===== src/rtl/mips_core_pkg.sv =====
// Shared core types and fetch-path constants.
package mips_core_pkg;

  typedef enum logic {
    FETCH,
    DRAIN
  } fetch_state_e;

  localparam int unsigned INSTRUCTION_QUEUE_DEPTH = 8;
  localparam int unsigned FETCH_MAX_OUTSTANDING   = 4;
  localparam logic [31:0] FETCH_RESET_PC          = 32'h0000_0000;

endpackage


===== src/rtl/fetch_scheduler_if.sv =====
// Fetch scheduler <-> i-cache / instruction queue signal bundle.
interface fetch_scheduler_if;

  logic        redirect_valid;
  logic [31:0] redirect_pc;
  logic        req_valid;
  logic [31:0] req_pc;
  logic        req_ready;
  logic        resp_valid;
  logic        resp_fwd_valid;
  logic        q_pop;
  logic        q_flush;
  logic        busy_draining;

  modport master (
    input  redirect_valid,
    input  redirect_pc,
    input  req_ready,
    input  resp_valid,
    input  q_pop,
    output req_valid,
    output req_pc,
    output resp_fwd_valid,
    output q_flush,
    output busy_draining
  );

  modport slave (
    output redirect_valid,
    output redirect_pc,
    output req_ready,
    output resp_valid,
    output q_pop,
    input  req_valid,
    input  req_pc,
    input  resp_fwd_valid,
    input  q_flush,
    input  busy_draining
  );

endinterface


===== src/rtl/fetch_credit_counter.sv =====
// Up/down counter with load; the next value is clamped to 0..MAX.
module fetch_credit_counter #(
  parameter int unsigned W   = 4,
  parameter int unsigned MAX = 8,
  parameter int unsigned RST = 0
) (
  input  logic         clk,
  input  logic         rst_n,
  input  logic         load_i,
  input  logic [W-1:0] load_val_i,
  input  logic [1:0]   up_i,
  input  logic [1:0]   dn_i,
  output logic [W-1:0] cnt_q_o,
  output logic [W-1:0] cnt_d_o
);

  logic [W-1:0] cnt_q;
  logic [W-1:0] cnt_d;
  logic [W+1:0] sum;
  logic [W+1:0] dn_ext;
  logic [W+1:0] nxt;

  always_comb begin
    sum    = {2'b00, cnt_q} + {{W{1'b0}}, up_i};
    dn_ext = {{W{1'b0}}, dn_i};
    nxt    = '0;
    cnt_d  = cnt_q;
    if (load_i) begin
      cnt_d = load_val_i;
    end else if (sum < dn_ext) begin
      cnt_d = '0;
    end else begin
      nxt   = sum - dn_ext;
      cnt_d = (nxt > (W+2)'(MAX)) ? W'(MAX)
                                  : nxt[W-1:0];
    end
  end

  always_ff @(posedge clk) begin
    if (!rst_n) begin
      cnt_q <= W'(RST);
    end else begin
      cnt_q <= cnt_d;
    end
  end

  assign cnt_q_o = cnt_q;
  assign cnt_d_o = cnt_d;

endmodule


===== src/rtl/fetch_scheduler.sv =====
// Credit-based fetch sequencer with redirect flush and stale-response squash.
// Optional perf counters enabled by defining FETCH_SCHED_PERF_EN.
module fetch_scheduler
  import mips_core_pkg::*;
#(
  parameter int unsigned QUEUE_DEPTH     = INSTRUCTION_QUEUE_DEPTH,
  parameter int unsigned MAX_OUTSTANDING = FETCH_MAX_OUTSTANDING,
  parameter logic [31:0] RESET_PC        = FETCH_RESET_PC
) (
  input logic clk,
  input logic rst_n,
  fetch_scheduler_if.master bus
`ifdef FETCH_SCHED_PERF_EN
  ,
  output logic [31:0] perf_credit_stall,
  output logic [31:0] perf_squashed,
  output logic [31:0] perf_redirects
`endif
);

  localparam int CW = $clog2(QUEUE_DEPTH) + 1;
  localparam int IW = $clog2(MAX_OUTSTANDING) + 1;
  localparam logic [CW-1:0] DEPTH_C = CW'(QUEUE_DEPTH);
  localparam logic [IW-1:0] MAXO_C  = IW'(MAX_OUTSTANDING);

  fetch_state_e state_q, state_d;
  logic [31:0]   pc_q, pc_d;
  logic [IW-1:0] sq_q, sq_d;
  logic [CW-1:0] cred_q, cred_d, cred_ld;
  logic [IW-1:0] infl_q, infl_d;
  logic [1:0]    cred_up, cred_dn;
  logic [1:0]    infl_up, infl_dn;
  logic          redir, resp, issue, accept;
  logic          squash, fwd, pop;

  // Everything is gated by rst_n so the reset cycle is quiet.
  always_comb begin
    redir  = rst_n & bus.redirect_valid;
    resp   = rst_n & bus.resp_valid;
    issue  = rst_n && (state_q == FETCH) && !redir
             && (cred_q != '0) && (infl_q < MAXO_C);
    accept = issue & bus.req_ready;
    squash = resp & (redir | (sq_q != '0));
    fwd    = resp & ~squash;
    pop    = rst_n & bus.q_pop & ~redir;
  end

  always_comb begin
    cred_up = {1'b0, squash} + {1'b0, pop};
    cred_dn = {1'b0, accept};
    infl_up = {1'b0, accept};
    infl_dn = {1'b0, resp};
    cred_ld = DEPTH_C - CW'(infl_d);
  end

  fetch_credit_counter #(
    .W   (CW),
    .MAX (QUEUE_DEPTH),
    .RST (QUEUE_DEPTH)
  ) u_credits (
    .clk        (clk),
    .rst_n      (rst_n),
    .load_i     (redir),
    .load_val_i (cred_ld),
    .up_i       (cred_up),
    .dn_i       (cred_dn),
    .cnt_q_o    (cred_q),
    .cnt_d_o    (cred_d)
  );

  fetch_credit_counter #(
    .W   (IW),
    .MAX (MAX_OUTSTANDING),
    .RST (0)
  ) u_inflight (
    .clk        (clk),
    .rst_n      (rst_n),
    .load_i     (1'b0),
    .load_val_i ('0),
    .up_i       (infl_up),
    .dn_i       (infl_dn),
    .cnt_q_o    (infl_q),
    .cnt_d_o    (infl_d)
  );

  always_comb begin
    state_d = state_q;
    pc_d    = pc_q;
    sq_d    = sq_q;
    unique case (1'b1)
      redir: begin
        sq_d    = infl_d;
        pc_d    = bus.redirect_pc;
        state_d = (infl_d != '0) ? DRAIN : FETCH;
      end
      default: begin
        if (squash) sq_d = sq_q - IW'(1);
        if (accept) pc_d = pc_q + 32'd4;
        if (state_q == DRAIN && sq_d == '0)
          state_d = FETCH;
      end
    endcase
  end

  always_ff @(posedge clk) begin
    if (!rst_n) begin
      state_q <= FETCH;
      pc_q    <= RESET_PC;
      sq_q    <= '0;
    end else begin
      state_q <= state_d;
      pc_q    <= pc_d;
      sq_q    <= sq_d;
    end
  end

  assign bus.req_valid      = issue;
  assign bus.req_pc         = pc_q;
  assign bus.q_flush        = redir;
  assign bus.resp_fwd_valid = fwd;
  assign bus.busy_draining  = rst_n && (state_q == DRAIN);

  a_resp_inflight: assert property (
    @(posedge clk) disable iff (!rst_n)
    bus.resp_valid |-> (infl_q != '0));

  a_cred_max: assert property (
    @(posedge clk) disable iff (!rst_n)
    (cred_q <= DEPTH_C) && (cred_d <= DEPTH_C));

`ifdef FETCH_SCHED_PERF_EN
  logic [31:0] pstall_q, psq_q, predir_q;

  always_ff @(posedge clk) begin
    if (!rst_n) begin
      pstall_q <= '0;
      psq_q    <= '0;
      predir_q <= '0;
    end else begin
      if (state_q == FETCH && cred_q == '0
          && pstall_q != '1)
        pstall_q <= pstall_q + 32'd1;
      if (squash && psq_q != '1)
        psq_q <= psq_q + 32'd1;
      if (redir && predir_q != '1)
        predir_q <= predir_q + 32'd1;
    end
  end

  assign perf_credit_stall = pstall_q;
  assign perf_squashed     = psq_q;
  assign perf_redirects    = predir_q;
`endif

endmodule


===== src/flat_wrapper.sv =====
// flat-port wrapper written by rule: the top's interface ports become plain ports
module fetch_scheduler_flat import mips_core_pkg::*;
#(
  parameter int unsigned QUEUE_DEPTH     = INSTRUCTION_QUEUE_DEPTH,
  parameter int unsigned MAX_OUTSTANDING = FETCH_MAX_OUTSTANDING,
  parameter logic [31:0] RESET_PC        = FETCH_RESET_PC
)
  (clk, rst_n, bus_redirect_valid, bus_redirect_pc, bus_req_ready, bus_resp_valid, bus_q_pop, bus_req_valid, bus_req_pc, bus_resp_fwd_valid, bus_q_flush, bus_busy_draining);
  fetch_scheduler_if bus_i ();
  input logic clk;
  input logic rst_n;
  input wire logic [$bits(bus_i.redirect_valid)-1:0] bus_redirect_valid;
  input wire logic [$bits(bus_i.redirect_pc)-1:0] bus_redirect_pc;
  input wire logic [$bits(bus_i.req_ready)-1:0] bus_req_ready;
  input wire logic [$bits(bus_i.resp_valid)-1:0] bus_resp_valid;
  input wire logic [$bits(bus_i.q_pop)-1:0] bus_q_pop;
  output wire logic [$bits(bus_i.req_valid)-1:0] bus_req_valid;
  output wire logic [$bits(bus_i.req_pc)-1:0] bus_req_pc;
  output wire logic [$bits(bus_i.resp_fwd_valid)-1:0] bus_resp_fwd_valid;
  output wire logic [$bits(bus_i.q_flush)-1:0] bus_q_flush;
  output wire logic [$bits(bus_i.busy_draining)-1:0] bus_busy_draining;
  assign bus_i.redirect_valid = bus_redirect_valid;
  assign bus_i.redirect_pc = bus_redirect_pc;
  assign bus_i.req_ready = bus_req_ready;
  assign bus_i.resp_valid = bus_resp_valid;
  assign bus_i.q_pop = bus_q_pop;
  assign bus_req_valid = bus_i.req_valid;
  assign bus_req_pc = bus_i.req_pc;
  assign bus_resp_fwd_valid = bus_i.resp_fwd_valid;
  assign bus_q_flush = bus_i.q_flush;
  assign bus_busy_draining = bus_i.busy_draining;
  fetch_scheduler #(.QUEUE_DEPTH(QUEUE_DEPTH), .MAX_OUTSTANDING(MAX_OUTSTANDING), .RESET_PC(RESET_PC)) u_core (.clk(clk), .rst_n(rst_n), .bus(bus_i));
endmodule

===== config.mk =====
export PLATFORM = sky130hd
export DESIGN_NAME = fetch_scheduler_flat
export DESIGN_NICKNAME = d
export VERILOG_FILES = /design/src/rtl/mips_core_pkg.sv /design/src/rtl/fetch_scheduler_if.sv /design/src/rtl/fetch_credit_counter.sv /design/src/rtl/fetch_scheduler.sv /design/src/flat_wrapper.sv
export SDC_FILE = /design/constraint.sdc
export NUM_CORES = 1
export LEC_CHECK = 0
export ABC_AREA = 1
export BUFFER_PORTS_ARGS = -buffer_cell sky130_fd_sc_hd__buf_2
export CAP_MARGIN = 5
export CORE_AREA = 5 5 118 64
export DETAILED_ROUTE_END_ITERATION = 16
export DIE_AREA = 0 0 123 69
export PLACE_DENSITY = 0.85
export SYNTH_ARGS = -nofsm -noshare
export SYNTH_HDL_FRONTEND = slang
export SYNTH_HIERARCHICAL = 1
export SYNTH_SLANG_ARGS = --single-unit

===== constraint.sdc =====
create_clock -name clk -period 6.4 [get_ports clk]
set_clock_uncertainty 0.2 [all_clocks]
set_input_delay 1.92 -clock clk [delete_from_list [all_inputs] [get_ports clk]]
set_output_delay 1.92 -clock clk [all_outputs]
set_load 0.05 [all_outputs]

# Word-level counts from Yosys, hierarchy flattened
# Index checks and enable logic that the tools add are counted.
dict set report totals {
  ff_bits 43
  in_bits 38
  output_inout_bits 36
  wordCells 55
}
dict set report op_classes {
  addsub 8
  n_lt_le_gt_ge 5
  muxes 13
  bitwise_logic 11
  reduce_logical 13
}
# cell count
set op_table {}
lappend op_table {{$mux W32} 2}
lappend op_table {{$add A32 B3 Y32 const B} 1}
lappend op_table {{$mux W3} 5}
lappend op_table {{$mux W4} 3}
lappend op_table {{$and A1 B1 Y1} 7}
lappend op_table {{$gt A6 B4 Y1 const B} 1}
lappend op_table {{$logic_and A1 B1 Y1} 6}
lappend op_table {{$lt A6 B1 Y1} 1}
lappend op_table {{$reduce_bool A3 Y1} 2}
lappend op_table {{$sub A6 B1 Y6} 1}
lappend op_table {{$add A4 B2 Y5} 1}
lappend op_table {{$gt A5 B3 Y1 const B} 1}
lappend op_table {{$lt A5 B1 Y1} 1}
lappend op_table {{$sub A5 B1 Y5} 1}
lappend op_table {{$add A3 B1 Y4} 1}
lappend op_table {{$reduce_bool A2 Y1} 2}
lappend op_table {{$reduce_bool A4 Y1} 1}
lappend op_table {{$sub A4 B3 Y4 const A} 1}
lappend op_table {{$logic_not A3 Y1} 1}
lappend op_table {{$lt A3 B3 Y1 const B} 1}
lappend op_table {{$mux W1} 3}
lappend op_table {{$not A1 Y1} 3}
lappend op_table {{$sub A3 B1 Y3 const B} 1}
lappend op_table {{$add A1 B1 Y2} 1}
lappend op_table {{2 further kinds} 2}

# Depth between registers and ports, before layout
dict set report logic_depth {
  ltp_word 14
  depth_mapped 21
  ltp_nobuf 21
}

# Modules after synthesis
# Netlist, hierarchy kept.
# module n_inst cells_per_inst area_each_um2 seq_area_each_um2
set modules_own_cells {}
lappend modules_own_cells {fetch_scheduler 1 466 2640.0 720.7}
lappend modules_own_cells {{fetch_credit_counter at u_core.u_credits} 1 71 450.4 80.1}
lappend modules_own_cells {{fetch_credit_counter at u_core.u_inflight} 1 61 385.4 60.1}

# Least setup slack after synthesis
# No wires, ideal clock.
dict set report synth_path {
  kind {input to register}
  from {input port rst_n}
  to {register u_core.u_credits.cnt_q[2] (netlist: u_core/u_credits/cnt_q_o[2])}
  setup_time_ns 0.070
  t_arrival_ns 4.837
  required_time_ns 6.130
  slack_ns 1.293
  stages 18
  path_buffers 1
  path_cell_list {buf_4 -> nand2_4 -> nor3_4 -> nand3_4 -> clkinv_1 -> ha_1 -> fa_1 -> fa_1 -> nor2_1 -> nand2_1 -> nand2_1 -> nand4_1 -> nand2_1 -> inv_1 -> ha_1 -> ha_1 -> nand2_1 -> a21oi_1}
}
dict set report synth_via {
  elab_chain_len 13
  word_cells_on_any_way 28
  cone_classes {add/sub: 6; order compare: 4; mux: 5; bitwise: 8; reduce/logical: 5}
}
# item line
set synth_lines {}
lappend synth_lines {{from (decl)} flat_wrapper.sv:11} ;# input logic rst_n;
lappend synth_lines {{$and A1 B1 Y1} fetch_scheduler.sv:38} ;# redir = rst_n & bus.redirect_valid;
lappend synth_lines {{$logic_not A1 Y1} fetch_scheduler.sv:40} ;# issue = rst_n && (state_q == FETCH) && !redir
lappend synth_lines {{$logic_and A1 B1 Y1 *} fetch_scheduler.sv:40}
lappend synth_lines {{$logic_and A1 B1 Y1 * (2 in series)} fetch_scheduler.sv:41} ;# && (cred_q != '0) && (infl_q < MAXO_C);
lappend synth_lines {{$and A1 B1 Y1 *} fetch_scheduler.sv:42} ;# accept = issue & bus.req_ready;
lappend synth_lines {{net u_core.accept} fetch_scheduler.sv:33} ;# logic redir, resp, issue, accept;
lappend synth_lines {{$add A3 B1 Y4 *} fetch_credit_counter.sv:24} ;# sum = {2'b00, cnt_q} + {{W{1'b0}}, up_i};
lappend synth_lines {{$sub A5 B1 Y5} fetch_credit_counter.sv:33} ;# nxt = sum - dn_ext;
lappend synth_lines {{$gt A5 B3 Y1} fetch_credit_counter.sv:34} ;# cnt_d = (nxt > (W+2)'(MAX)) ? W'(MAX)
lappend synth_lines {{$mux W3} fetch_credit_counter.sv:34}
lappend synth_lines {{$mux W3 *} fetch_credit_counter.sv:30} ;# end else if (sum < dn_ext) begin
lappend synth_lines {{$sub A4 B3 Y4 *} fetch_scheduler.sv:53} ;# cred_ld = DEPTH_C - CW'(infl_d);
lappend synth_lines {{net u_core.cred_ld[2]} fetch_scheduler.sv:29} ;# logic [CW-1:0] cred_q, cred_d, cred_ld;
lappend synth_lines {{$mux W4 *} fetch_credit_counter.sv:28} ;# if (load_i) begin
lappend synth_lines {{to (signal assigned)} fetch_credit_counter.sv:41} ;# cnt_q <= W'(RST);
lappend synth_lines {{to (signal assigned)} fetch_credit_counter.sv:43} ;# cnt_q <= cnt_d;
lappend synth_lines {{to (decl)} fetch_credit_counter.sv:17} ;# logic [W-1:0] cnt_q;
# The timed path passes the listed nets; every way through them passes the cells marked *.
# A chain may end at the register's enable or synchronous reset.

# Final worst setup path
dict set report layout_path {
  from {input port rst_n}
  to {output port bus_q_flush}
}
dict set report layout_via {
  elab_chain_len 1
}
# item line
set layout_lines {}
lappend layout_lines {{$and A1 B1 Y1} fetch_scheduler.sv:38}
lappend layout_lines {{to (decl)} flat_wrapper.sv:20} ;# output wire logic [$bits(bus_i.q_flush)-1:0] bus_q_flush;
# No other way between the ends.

==> Flow_metrics.wiki <==
{| class="wikitable"
! Metric !! Value
|-
| Worst-case hold slack || around 0.27 ns
|-
| Maximum level of the CTS H-tree || 2
|-
| CP Launch Type || input pin
|-
| Worst path most repeated cell || buf_2
|-
| Layout cells sized above 1 || roughly 16%
|-
| Number of hold-slack violations in the final timing report || 0
|-
| Count of nets after finishing || between 700 and 800
|-
| Via count of the first global-routing pass || about 3600
|-
| Worst-path clk slew || around 0.060 ns
|-
| Total track usage || 23.98%
|-
| Period minus WS final || around 5.5 ns
|-
| Ports placed on the boundary || 74
|-
| DRC || 0
|-
| Transition time of the tightest slew-check pin || 0.6227 ns
|-
| DR vias || 4077
|-
| Post-CTS Setup Inserts || 0
|-
| Warning count from the yosys run || 6
|-
| Router iterations before antenna repair || 6
|-
| Vias per Instance || between 5 and 6
|-
| Average cell area after synthesis || just under 6 µm²
|-
| Hold/Removal Path Class || reg -> reg
|-
| Congestion Overflow GR || 0
|-
| Number of pins exceeding their max-slew limit in the final report || 0
|-
| Floorplan die width || ~120 µm
|-
| Area growth from synthesis to layout || 16.96%
|-
| Maximum number of pins on one net before global-route repair || slightly above 40
|-
| Routed wire length || 10290 µm
|-
| Cell family with the largest share of critical-path delay || buffers and inverters
|-
| Die area || around 8500 µm²
|-
| Normalized max-slew margin || about three fifths
|-
| First-pass GRT wire length || 16700 µm
|-
| Setup repair after global routing missed its margin || no
|-
| DRC marker count from the first detailed-route iteration || 469
|-
| Port Buf Inserts || 73
|-
| Clock sinks || 43
|-
| CP Class || in -> out
|-
| Cell with the largest stage delay on the worst path || inv_2
|-
| Data required, critical path || 4.28 ns
|-
| Crit end category || output port
|-
| Highest attainable clock frequency || ~180 MHz
|-
| Resized cells post-CTS || 0
|-
| Post-detailed-route wirelength per cell || roughly 13 µm
|-
| Antenna diode count || 0
|-
| Worst-case clock buffer depth || 2
|-
| Total standard cell area after synthesis || 3460 µm²
|-
| Delay contributed by the slowest stage of the critical path || between 0.4 and 0.5 ns
|-
| Status || complete, no violations
|-
| Post-CTS Hold Buffers || 0
|-
| Core area || about 6400 µm²
|-
| Starting density of the core || 53.74%
|-
| Data arrival time of the critical path || approximately 3.4 ns
|-
| Post-Route Utilization || roughly 63%
|-
| Antenna Nets Post-Route || 0
|-
| Source-to-sink clock delay at the later pin of the worst-skew pair || between 0.2 and 0.3 ns
|-
| Maximum Capacitance Violations || 0
|-
| Synth Instances || a little under 600
|-
| Die boundary height || between 60 and 70 µm
|-
| Clock tree from TritonCTS || done
|-
| Maximum ir drop on the vdd rail || 102.4 µV
|-
| CP max FO || 32
|-
| Sequence of cells on the critical path || buf_2, nand2_1, inv_2, buf_2
|-
| Total of endpoints with negative setup slack in the final report || 0
|-
| Clock root cell || clkbuf_16
|-
| Clock buffers created by TritonCTS || 5
|-
| Number of standard-cell rows in the floorplan || 21
|-
| Final-layout setup total negative slack || 0 ns
|-
| Pwr per Cell Area || 217.3 nW/µm²
|-
| Leakage power || about 1.9 nW
|-
| Number of antenna violations at the first check in global routing || 0
|-
| HPWL after detailed placement || 7967 µm
|-
| Final Cycle Share || 86.09%
|-
| Final GP Congestion || slightly above 1
|-
| CP Buf/Inv Count || 3
|}
==> stage by stage <==
| step | cell area [µm²] | std cells | power [mW] | setup WS (ns) |
|---|---|---|---|---|
| 2_1_floorplan | 3505 | 606 | 0.5530 | 1.311 |
| 3_5_place_dp | 3909 | 758 | 0.6270 | 0.7640 |
| 3_3_place_gp | 3909 | 758 | 0.6127 | 0.9125 |
| 6_report | 4046 | 766 | 0.8794 | 0.8899 |
| 5_1_grt | 4046 | 766 | 0.9316 | 0.7346 |
| 4_1_cts | 4046 | 766 | 0.8769 | 0.9169 |
==> area by class of cell <==
type                            count  area (µm²)
Tap cell                           92       115.1
Multi-Input combinational cell    472        2271
Clock inverter                      1       5.005
Inverter                           77       289.0
Timing Repair Buffer               74       372.9
Fill cell                         623        2391
Clock buffer                        7       132.6
Sequential cell                    43       860.8
==> sequential cells by signal, indices dropped and copies added (netlist names) <==
name and count:
u_core/state_q 1, u_core/sq_q 3, u_core/u_inflight/cnt_q_o 3, u_core/u_credits/cnt_q_o 4
u_core/bus.req_pc 32
==> path summary, 6_finish.rpt <==
check | from | end | slack [ns] | cells past startpoint
max | rst_n | bus_q_flush | 0.89 | 4
min | u_core/bus.req_pc[1] | u_core/bus.req_pc[1] | 0.27 | 2
max reg2reg | u_core/u_credits/cnt_q_o[2] | u_core/u_credits/cnt_q_o[2] | 2.43 | 17
min reg2reg | u_core/bus.req_pc[1] | u_core/bus.req_pc[1] | 0.27 | 2
==> placed cells by master, fill, tap and decap left out <==
cell type	n
conb_1	13
clkinv_1	2
a21oi_2	1
nand3_1	57
and2_1	1
inv_2	7
nand3_2	3
a21oi_1	25
buf_4	1
nor2_1	98
nand3_4	1
a31oi_1	2
nor2_4	1
xor2_1	4
clkbuf_1	2
nand4_1	5
fa_1	4
nor3_1	5
buf_2	73
nand2_2	8
clkbuf_16	5
dfxtp_1	43
a22oi_1	1
a211oi_1	1
o211ai_1	3
nor2_2	3
nand2_4	2
o22ai_1	3
or2_2	2
ha_1	14
nand2_1	198
clkinv_2	1
xnor2_1	1
o21ai_0	12
inv_1	68
nor3_4	1
o21bai_1	3
==> power by group <==
group          switching, mW  leakage, nW  total, mW  internal [mW]
Clock                  0.107       0.0679      0.251          0.144
Combinational          0.205         1.50      0.304         0.0983
Sequential            0.0324        0.353      0.324          0.292
Total                  0.345         1.92      0.879          0.535
==> layer usage <==
layer,up-vias,routed length [µm],GRT usage (%)
li1,2012,-,-
met1,1807,4787,35.82
met2,241,4255,33.88
met3,17,1119,5.882
met4,0,129,6.748
met5,-,0,0
==> worst register-to-register path, delay by kind of cell, from the launching register on <==
family	cells	cell delay, ns
buffers and inverters	2	0.37
and+or+nand+nor	9	0.94
adders and majority gates	5	1.86
AOI/OAI and AO/OA	1	0.15
DFF	1	0.39
Note: power is estimated with default switching activity, not from simulation.
